--- src/rtl/multiply_backward_if.sv ---
// Handshake bundle for multiply_backward: operand pair in, error in, gradients out.
// GW follows the MULTIPLY_BACKWARD_SATURATE_EN build option so that both ends agree.
interface multiply_backward_if #(
  parameter int ARGW = 16,
  parameter int ERRW = 16
);
`ifdef MULTIPLY_BACKWARD_SATURATE_EN
  localparam int GW = ERRW;
`else
  localparam int GW = ARGW + ERRW;
`endif

  logic [2*ARGW-1:0] arg_data;
  logic              arg_valid;
  logic              arg_ready;
  logic [ERRW-1:0]   err_data;
  logic              err_valid;
  logic              err_ready;
  logic [2*GW-1:0]   grad_data;
  logic              grad_valid;
  logic              grad_ready;

  modport master (
    output arg_data, arg_valid, err_data, err_valid, grad_ready,
    input  arg_ready, err_ready, grad_data, grad_valid
  );

  modport slave (
    input  arg_data, arg_valid, err_data, err_valid, grad_ready,
    output arg_ready, err_ready, grad_data, grad_valid
  );
endinterface

--- src/rtl/multiply_backward.sv ---
// Backward pass of the two-operand multiply: grad0 = err*arg1, grad1 = err*arg0.
// One signed multiplier is time-shared over two cycles (MUL0 then MUL1).
// Build option MULTIPLY_BACKWARD_SATURATE_EN: products are shifted right by FRAC
// (floor) and saturated to ERRW signed bits; otherwise full-precision products.
module multiply_backward #(
  parameter int ARGW = 16,
`ifdef MULTIPLY_BACKWARD_SATURATE_EN
  parameter int FRAC = 8,
`endif
  parameter int ERRW = 16
) (
  input logic                clk,
  input logic                rst,
  multiply_backward_if.slave bus
);
  localparam int PW = ARGW + ERRW;
`ifdef MULTIPLY_BACKWARD_SATURATE_EN
  localparam int GW = ERRW;
  localparam logic signed [PW-1:0] SAT_MAX = {{(PW-ERRW+1){1'b0}}, {(ERRW-1){1'b1}}};
  localparam logic signed [PW-1:0] SAT_MIN = {{(PW-ERRW+1){1'b1}}, {(ERRW-1){1'b0}}};

  // Scale a raw product down by FRAC fraction bits, then clamp to the ERRW range.
  function automatic logic [GW-1:0] scale_sat(input logic signed [PW-1:0] p);
    logic signed [PW-1:0] sh;
    sh = p >>> FRAC;
    if (sh > SAT_MAX) begin
      return SAT_MAX[GW-1:0];
    end else if (sh < SAT_MIN) begin
      return SAT_MIN[GW-1:0];
    end else begin
      return sh[GW-1:0];
    end
  endfunction
`else
  localparam int GW = PW;
`endif

  typedef enum logic [2:0] {
    ST_ARG  = 3'd0,
    ST_ERR  = 3'd1,
    ST_MUL0 = 3'd2,
    ST_MUL1 = 3'd3,
    ST_OUT  = 3'd4
  } state_t;

  state_t                 state_q, state_d;
  logic signed [ARGW-1:0] arg0_q, arg0_d;
  logic signed [ARGW-1:0] arg1_q, arg1_d;
  logic signed [ERRW-1:0] err_q, err_d;
  logic [GW-1:0]          grad0_q, grad0_d;
  logic [GW-1:0]          grad1_q, grad1_d;

  logic signed [ARGW-1:0] mul_arg_s;
  logic signed [PW-1:0]   prod_s;
  logic [GW-1:0]          prod_fmt_s;

  // Shared multiplier: arg1 during MUL0 (grad0), arg0 otherwise (grad1 in MUL1).
  always_comb begin
    mul_arg_s = arg0_q;
    if (state_q == ST_MUL0) begin
      mul_arg_s = arg1_q;
    end else begin
      mul_arg_s = arg0_q;
    end
    prod_s = mul_arg_s * err_q;
`ifdef MULTIPLY_BACKWARD_SATURATE_EN
    prod_fmt_s = scale_sat(prod_s);
`else
    prod_fmt_s = prod_s;
`endif
  end

  // Next-state and datapath update for the ARG->ERR->MUL0->MUL1->OUT sequence.
  always_comb begin
    state_d = state_q;
    arg0_d  = arg0_q;
    arg1_d  = arg1_q;
    err_d   = err_q;
    grad0_d = grad0_q;
    grad1_d = grad1_q;
    case (state_q)
      ST_ARG: begin
        if (bus.arg_valid) begin
          arg0_d  = bus.arg_data[ARGW-1:0];
          arg1_d  = bus.arg_data[2*ARGW-1:ARGW];
          state_d = ST_ERR;
        end else begin
          state_d = ST_ARG;
        end
      end
      ST_ERR: begin
        if (bus.err_valid) begin
          err_d   = bus.err_data;
          state_d = ST_MUL0;
        end else begin
          state_d = ST_ERR;
        end
      end
      ST_MUL0: begin
        grad0_d = prod_fmt_s;
        state_d = ST_MUL1;
      end
      ST_MUL1: begin
        grad1_d = prod_fmt_s;
        state_d = ST_OUT;
      end
      ST_OUT: begin
        if (bus.grad_ready) begin
          state_d = ST_ARG;
        end else begin
          state_d = ST_OUT;
        end
      end
      default: begin
        state_d = ST_ARG;
      end
    endcase
  end

  // Moore outputs decoded from registered state; gradients come straight from flops.
  always_comb begin
    bus.arg_ready  = (state_q == ST_ARG);
    bus.err_ready  = (state_q == ST_ERR);
    bus.grad_valid = (state_q == ST_OUT);
    bus.grad_data  = {grad1_q, grad0_q};
  end

  // State and datapath registers; reset discards any in-flight result.
  always_ff @(posedge clk) begin
    if (rst) begin
      state_q <= ST_ARG;
      arg0_q  <= '0;
      arg1_q  <= '0;
      err_q   <= '0;
      grad0_q <= '0;
      grad1_q <= '0;
    end else begin
      state_q <= state_d;
      arg0_q  <= arg0_d;
      arg1_q  <= arg1_d;
      err_q   <= err_d;
      grad0_q <= grad0_d;
      grad1_q <= grad1_d;
    end
  end
endmodule

--- src/flat_wrapper.sv ---
// flat-port wrapper written by rule: the top's interface ports become plain ports
module multiply_backward_flat 
#(
  parameter int ARGW = 16,

  parameter int ERRW = 16
)
  (clk, rst, bus_arg_data, bus_arg_valid, bus_err_data, bus_err_valid, bus_grad_ready, bus_arg_ready, bus_err_ready, bus_grad_data, bus_grad_valid);
  multiply_backward_if #(.ARGW(ARGW), .ERRW(ERRW)) bus_i ();
  input logic clk;
  input logic rst;
  input wire logic [$bits(bus_i.arg_data)-1:0] bus_arg_data;
  input wire logic [$bits(bus_i.arg_valid)-1:0] bus_arg_valid;
  input wire logic [$bits(bus_i.err_data)-1:0] bus_err_data;
  input wire logic [$bits(bus_i.err_valid)-1:0] bus_err_valid;
  input wire logic [$bits(bus_i.grad_ready)-1:0] bus_grad_ready;
  output wire logic [$bits(bus_i.arg_ready)-1:0] bus_arg_ready;
  output wire logic [$bits(bus_i.err_ready)-1:0] bus_err_ready;
  output wire logic [$bits(bus_i.grad_data)-1:0] bus_grad_data;
  output wire logic [$bits(bus_i.grad_valid)-1:0] bus_grad_valid;
  assign bus_i.arg_data = bus_arg_data;
  assign bus_i.arg_valid = bus_arg_valid;
  assign bus_i.err_data = bus_err_data;
  assign bus_i.err_valid = bus_err_valid;
  assign bus_i.grad_ready = bus_grad_ready;
  assign bus_arg_ready = bus_i.arg_ready;
  assign bus_err_ready = bus_i.err_ready;
  assign bus_grad_data = bus_i.grad_data;
  assign bus_grad_valid = bus_i.grad_valid;
  multiply_backward #(.ARGW(ARGW), .ERRW(ERRW)) u_core (.clk(clk), .rst(rst), .bus(bus_i));
endmodule
--- config.mk ---
export PLATFORM = sky130hd
export DESIGN_NAME = multiply_backward_flat
export DESIGN_NICKNAME = d
export VERILOG_FILES = /design/src/rtl/multiply_backward_if.sv /design/src/rtl/multiply_backward.sv /design/src/flat_wrapper.sv
export SDC_FILE = /design/constraint.sdc
export NUM_CORES = 1
export LEC_CHECK = 0
export CORE_MARGIN = 1.5
export CORE_UTILIZATION = 47
export CTS_BUF_LIST = sky130_fd_sc_hd__clkbuf_4 sky130_fd_sc_hd__clkbuf_8 sky130_fd_sc_hd__clkbuf_16
export DETAILED_ROUTE_END_ITERATION = 10
export PLACE_DENSITY = 0.75
export RECOVER_POWER = 100
export SYNTH_ARGS = -nofsm -noshare
export SYNTH_HDL_FRONTEND = slang
export SYNTH_SLANG_ARGS = --single-unit
--- constraint.sdc ---
create_clock -name clk -period 7.7 [get_ports clk]
set_input_delay 1.54 -clock clk [delete_from_list [all_inputs] [get_ports clk]]
set_output_delay 1.54 -clock clk [all_outputs]
set_load 0.01 [all_outputs]
# --- After elaboration in Yosys (flattened, before gate mapping) ---
# Cells that the tools add are included.
word_totals:
  output_inout_bits: 67
  latch_bits: 0
  n_memories: 0
  mem_bits_rw: 0
  register_bits: 115
  rom_bits: 0
  elab_cells: 19
  in_bits: 53
classes:
  n_eq_ne: 4
  mul: 1
  addsub: 0
  n_reduce_logical: 3
  shifts: 0
  muxes: 5
  n_bitwise: 0
  div_mod_pow: 0
  order_cmp: 0
ops:
  columns: ["operator", "count"]
  rows:
  - ["16-bit by 16-bit multiplier with 32-bit output", 1]
  - ["16-bit 2-to-1 mux", 1]
  - ["3-bit one-hot mux with 5 select lines", 1]
  - ["3-bit by 2-bit equality test with 1-bit output, second input constant", 2]
  - ["2-bit AND reduction", 2]
  - ["3-bit by 1-bit equality test with 1-bit output, second input constant", 1]
  - ["3-bit equality test, second input constant", 1]
  - ["3-bit logical NOT", 1]
  - ["3-bit 2-to-1 mux", 1]
  - ["2-bit 2-to-1 mux", 1]
  - ["1-bit 2-to-1 mux", 1]

# --- Logic depth before layout (Yosys ltp) ---
depth:
  ltp_word: 3
  mapped_depth: 30
  ltp_nobuf: 26

# --- Worst setup path after synthesis ---
# Ideal clock, no wire load.
synth_timing:
  path_type: "register to register"
  startpoint: "register u_core.state_q[0]"
  endpoint: "register u_core.grad0_q[30]"
  required_time_ns: 7.605
  path_stages_with_launch: 27
  setup_time_ns: 0.095
  period_less_slack_ns: 6.775
  arrival_time_ns: 6.679
  slack_ns: 0.925
  path_buffers: 4
  cell_sequence: "dfxtp_1 clkbuf_1 or3b_1 clkbuf_1 clkbuf_1 nand2_1 nand2_1 clkbuf_1 nand2_1 inv_1 fa_1 fa_1 fa_1 fa_1 fa_1 inv_1 fa_1 inv_1 ha_1 a21o_1 a21oi_1 o221ai_1 a21oi_1 o211ai_1 a21bo_1 and2_1 o311ai_1"
synth_between:
  elab_chain_len: 3
synth_lines:
  columns: ["element", "line_no", "text"]
  rows:
  - ["start, declared", "multiply_backward.sv:46", "state_t state_q, state_d;"]
  - ["start signal, assigned", "multiply_backward.sv:138", "state_q <= state_d;"]
  - ["3-bit by 2-bit equality test with 1-bit output (*)", "multiply_backward.sv:60, multiply_backward.sv:81", null]
  - ["16-bit 2-to-1 mux", "multiply_backward.sv:60", "if (state_q == ST_MUL0) begin"]
  - ["16-bit by 16-bit multiplier with 32-bit output", "multiply_backward.sv:65", "prod_s = mul_arg_s * err_q;"]
  - ["end signal, assigned", "multiply_backward.sv:142", "grad0_q <= grad0_d;"]
  - ["end, declared", "multiply_backward.sv:50", "logic [GW-1:0] grad0_q, grad0_d;"]
# Mark *: on every way between the ends. The rest lies on a longest branch, timed or not.
# A chain may end at the register's enable or synchronous reset.

# --- Worst setup path after layout ---
layout_timing:
  startpoint: "register u_core.state_q[1]"
  endpoint: "register u_core.grad1_q[24]"
layout_between:
  elab_chain_len: 3
  elab_cells_between_ends: 4
  classes_between: "mul: 1; eq/ne: 2; mux: 1"
layout_lines:
  columns: ["element", "line_no", "text"]
  rows:
  - ["3-bit by 2-bit equality test with 1-bit output", "multiply_backward.sv:60", null]
  - ["16-bit 2-to-1 mux", "multiply_backward.sv:60", null]
  - ["16-bit by 16-bit multiplier with 32-bit output", "multiply_backward.sv:65", null]
  - ["end signal, assigned", "multiply_backward.sv:143", "grad1_q <= grad1_d;"]
  - ["end, declared", "multiply_backward.sv:51", "logic [GW-1:0] grad1_q, grad1_d;"]
# Parallel ways exist; a longest one is shown, timed or not.

==> impl_metrics.ini <==
[status]
failed_checks = capacitance limit, slew limit
outcome = finished, violations left

[yosys]
synth.area.mux_share_pct = 0.582
yosys_warnings = 0
synth_flop_cell = dfxtp_1
async_flop_share_pct = 0
synth-seq-area-share_pct = 16.2
synth_edf_count = 0
syn_area_mm2 = 0.0142
ys_ff_latch = 115
synth_top_family_by_area = adder cells
ys_types = 52
synth_compound_area_share_pct = 7.92
avgSynthCellArea_um2 = 8.56
synthSimpleGateAreaFrac_pct = 19.3
syn-num-nets = 2054
synthXorXnorAreaFrac_pct = 1.79
synthAdderAreaFrac_pct = 44.2
syn_inst = 1657

[worst_setup_path]
rr_startpoint = u_core.state_q[1]$_SDFF_PP0_
crit_fanout = 18
worstSetupPathType = reg2reg
worst_r2r_endpoint = u_core.grad1_q[24]$_SDFFE_PP0N_
r2r_setup_slack_ns = 0.33
required_ns = 8.01
r2r_cells = 24
crit_end = u_core.grad1_q[24]$_SDFFE_PP0N_
worst_ep_arrival_time_ns = 7.68
cp_num_cells = 24
slowest_delay_ns = 0.67
crit_start = u_core.state_q[1]$_SDFF_PP0_
path_delay_family = adder cells
startpoint_type = register
path_buf_inv = 5
worst_path_max_delay_cell = or3b_2
crit_path_end_kind = register
path_cells = or3b_2 -> nand2_1 -> nand2_1 -> buf_4 -> and2_1 -> fa_1 -> inv_1 -> fa_1 -> fa_1 -> inv_1 -> fa_1 -> fa_1 -> inv_1 -> fa_1 -> inv_1 -> ha_1 -> a21o_1 -> a21o_1 -> a21oi_1 -> o211a_2 -> o211ai_1 -> a31oi_1 -> mux2_1 -> o21ba_1
crit_top_cell = fa_1

[timing]
fin_skew_ns = 0.0110
worst_pin_slew_ns = 3.71
fmax_ghz = 0.136
max-slew-margin-rel_pct = -147
final_min_period_over_clock_period_pct = 95.7
slew_violations = 88
rsz0062_at_grt = false
fin_tns_setup_ns = 0
period_minus_slack_ns = 7.37
setup_viol = 0
hold_viol = 0

[final_layout]
fin_cells = 2142
antennaDiodeCount = 0
syn2layout_area_growth_pct = 15.0
layout_common_cells = nand2_1 (347), inv_1 (299), fa_1 (261), and2_1 (120), dfxtp_1 (115)
finish.utilization_pct = 55.0
final_nets = 2136
drive_gt1_share_pct = 4.22
final_common_cell = nand2_1

[global_routing]
grt_max_degree = 88
grt_pass1_vias = 11596
overflow = 0
grtUsageTotal_pct = 24.8
antenna_found_initial = 1
grt_first_pass_wirelength_um = 60800

[placement]
hpwlAfterDp_um = 28800
globalplace.congestion = 0.906
io_buffers = 119
dp.cells = 2110

[power]
powerDensity_mw_per_mm2 = 114
peakVddDrop_mv = 0.182
p_leak_uw = 0.00796

[clock_tree]
clk_latency_ns = 0.43
hold_buffers = 0
cts_sinks = 115
clockBufferDepth = 2
numCtsBuffers = 17
cts-resized-gates = 0
post-cts-setup-buffers = 0
clk_pin_slew_ns = 0.06
h-tree-depth = 4
cts_tree = yes
clockRootBuffer = clkbuf_16

[die]
initial_core_util_pct = 47.8
core_mm2 = 0.0296
die_area_mm2 = 0.0312
die_x_um = 177
die_y_um = 177
pin_count = 120
rows = 63

[drt]
dr.pass1.iters = 5
drt_wl_total_um = 35700
drtIter0Drc = 799
final_antenna_net_count = 0
avgRoutedWirePerCell_um = 16.7
via_per_inst = 5.22
routed-via-count = 11186
route.detailed.drc = 0

[flow_run]
max_cap_violations = 1

[hold_path]
worstHoldPathType = reg2reg
==> where the power goes <==
part / switching (uW) / internal, uW / leakage [uW] / total, uW
clock network: 314 / 455 / 0.000277 / 770
logic: 273 / 167 / 0.00675 / 441
registers: 30.7 / 618 / 0.000933 / 649
==> cell type report <==
class	count	area (um^2)
Clock buffer	18	433
Clock inverter	14	141
Fill cell	2647	13300
Inverter	299	1120
Multi-Input combinational cell	1166	10500
Sequential cell	115	2300
Tap cell	390	488
Timing Repair Buffer	140	1340
==> logic make-up after synthesis <==
kind of cell               after synthesis
muxes                                    8
buffers and inverters                  376
DFF                                    115
AOI/OAI and AO/OA                      190
xor gates and xnor gates                29
adders and majority gates              344
and+or+nand+nor                        595
==> metal layers <==
layer  share of wire, %  GRT usage (%)  up-vias  routed length, um
met5              0.036              0        -                 13
met4                2.0           6.14        2                702
met3                7.0           4.49       54               2510
met2                 46           39.4      418              16600
met1                 44           35.3     5540              15900
li1                   -              -     5172                  -
==> how the worst min path moves through the flow <==
stage / from / to / slack [ns] / depth (start not counted)
after CTS: u_core.arg0_q[7]$_SDFFE_PP0P_ / u_core.arg0_q[7]$_SDFFE_PP0P_ / 0.46 / 2
after global routing: u_core.arg1_q[8]$_SDFFE_PP0P_ / u_core.arg1_q[8]$_SDFFE_PP0P_ / 0.47 / 2
after detailed placement: u_core.arg1_q[8]$_SDFFE_PP0P_ / u_core.arg1_q[8]$_SDFFE_PP0P_ / 0.45 / 2
after floorplan: u_core.err_q[15]$_SDFFE_PP0P_ / u_core.err_q[15]$_SDFFE_PP0P_ / 0.44 / 2
after global placement: u_core.grad0_q[0]$_SDFFE_PP0P_ / u_core.grad0_q[0]$_SDFFE_PP0P_ / 0.44 / 2
final: u_core.grad0_q[0]$_SDFFE_PP0P_ / u_core.grad0_q[0]$_SDFFE_PP0P_ / 0.45 / 2
==> tightest hold or removal path: cells and delay by family, from the launching register on <==
family | cells | cell delay, ns
compound gates | 1 | 0.05
simple gates | 1 | 0.05
flops | 1 | 0.30
==> registers in the layout, summed over array words and instances, names as in the netlist <==
signal / cells
u_core.arg1_q: 16
u_core.grad0_q: 32
u_core.state_q: 3
u_core.err_q: 16
u_core.arg0_q: 16
u_core.grad1_q: 32
==> Yosys cell counts, types with 9 or more instances <==
| library cell | instances | area, um^2 |
|---|---|---|
| a21o_1 | 11 | 82.6 |
| a21oi_1 | 114 | 571 |
| and2_1 | 124 | 776 |
| clkbuf_1 | 70 | 263 |
| dfxtp_1 | 115 | 2300 |
| fa_1 | 262 | 5250 |
| ha_1 | 82 | 1030 |
| inv_1 | 299 | 1120 |
| nand2_1 | 350 | 1310 |
| nand2b_1 | 9 | 56.3 |
| nand3_1 | 15 | 75.1 |
| nand3b_1 | 13 | 97.6 |
| nor2_1 | 46 | 173 |
| nor3_1 | 13 | 65.1 |
| o21ai_0 | 19 | 95.1 |
| xnor2_1 | 20 | 175 |
| xor2_1 | 9 | 78.8 |
==> per-stage QoR <==
| step | power, uW | instance area, um^2 | hold WS (ns) | setup WS (ns) |
|---|---|---|---|---|
| floorplan | 929 | 14200 | 0.436 | 0.925 |
| detailed placement | 1090 | 15700 | 0.448 | 0.203 |
| global placement | 1090 | 15700 | 0.442 | 0.484 |
| finish | 1860 | 16300 | 0.452 | 0.331 |
| global route | 1950 | 16300 | 0.468 | 0.00243 |
| CTS | 1870 | 16300 | 0.457 | 0.200 |
(Power assumes the default switching activity.)
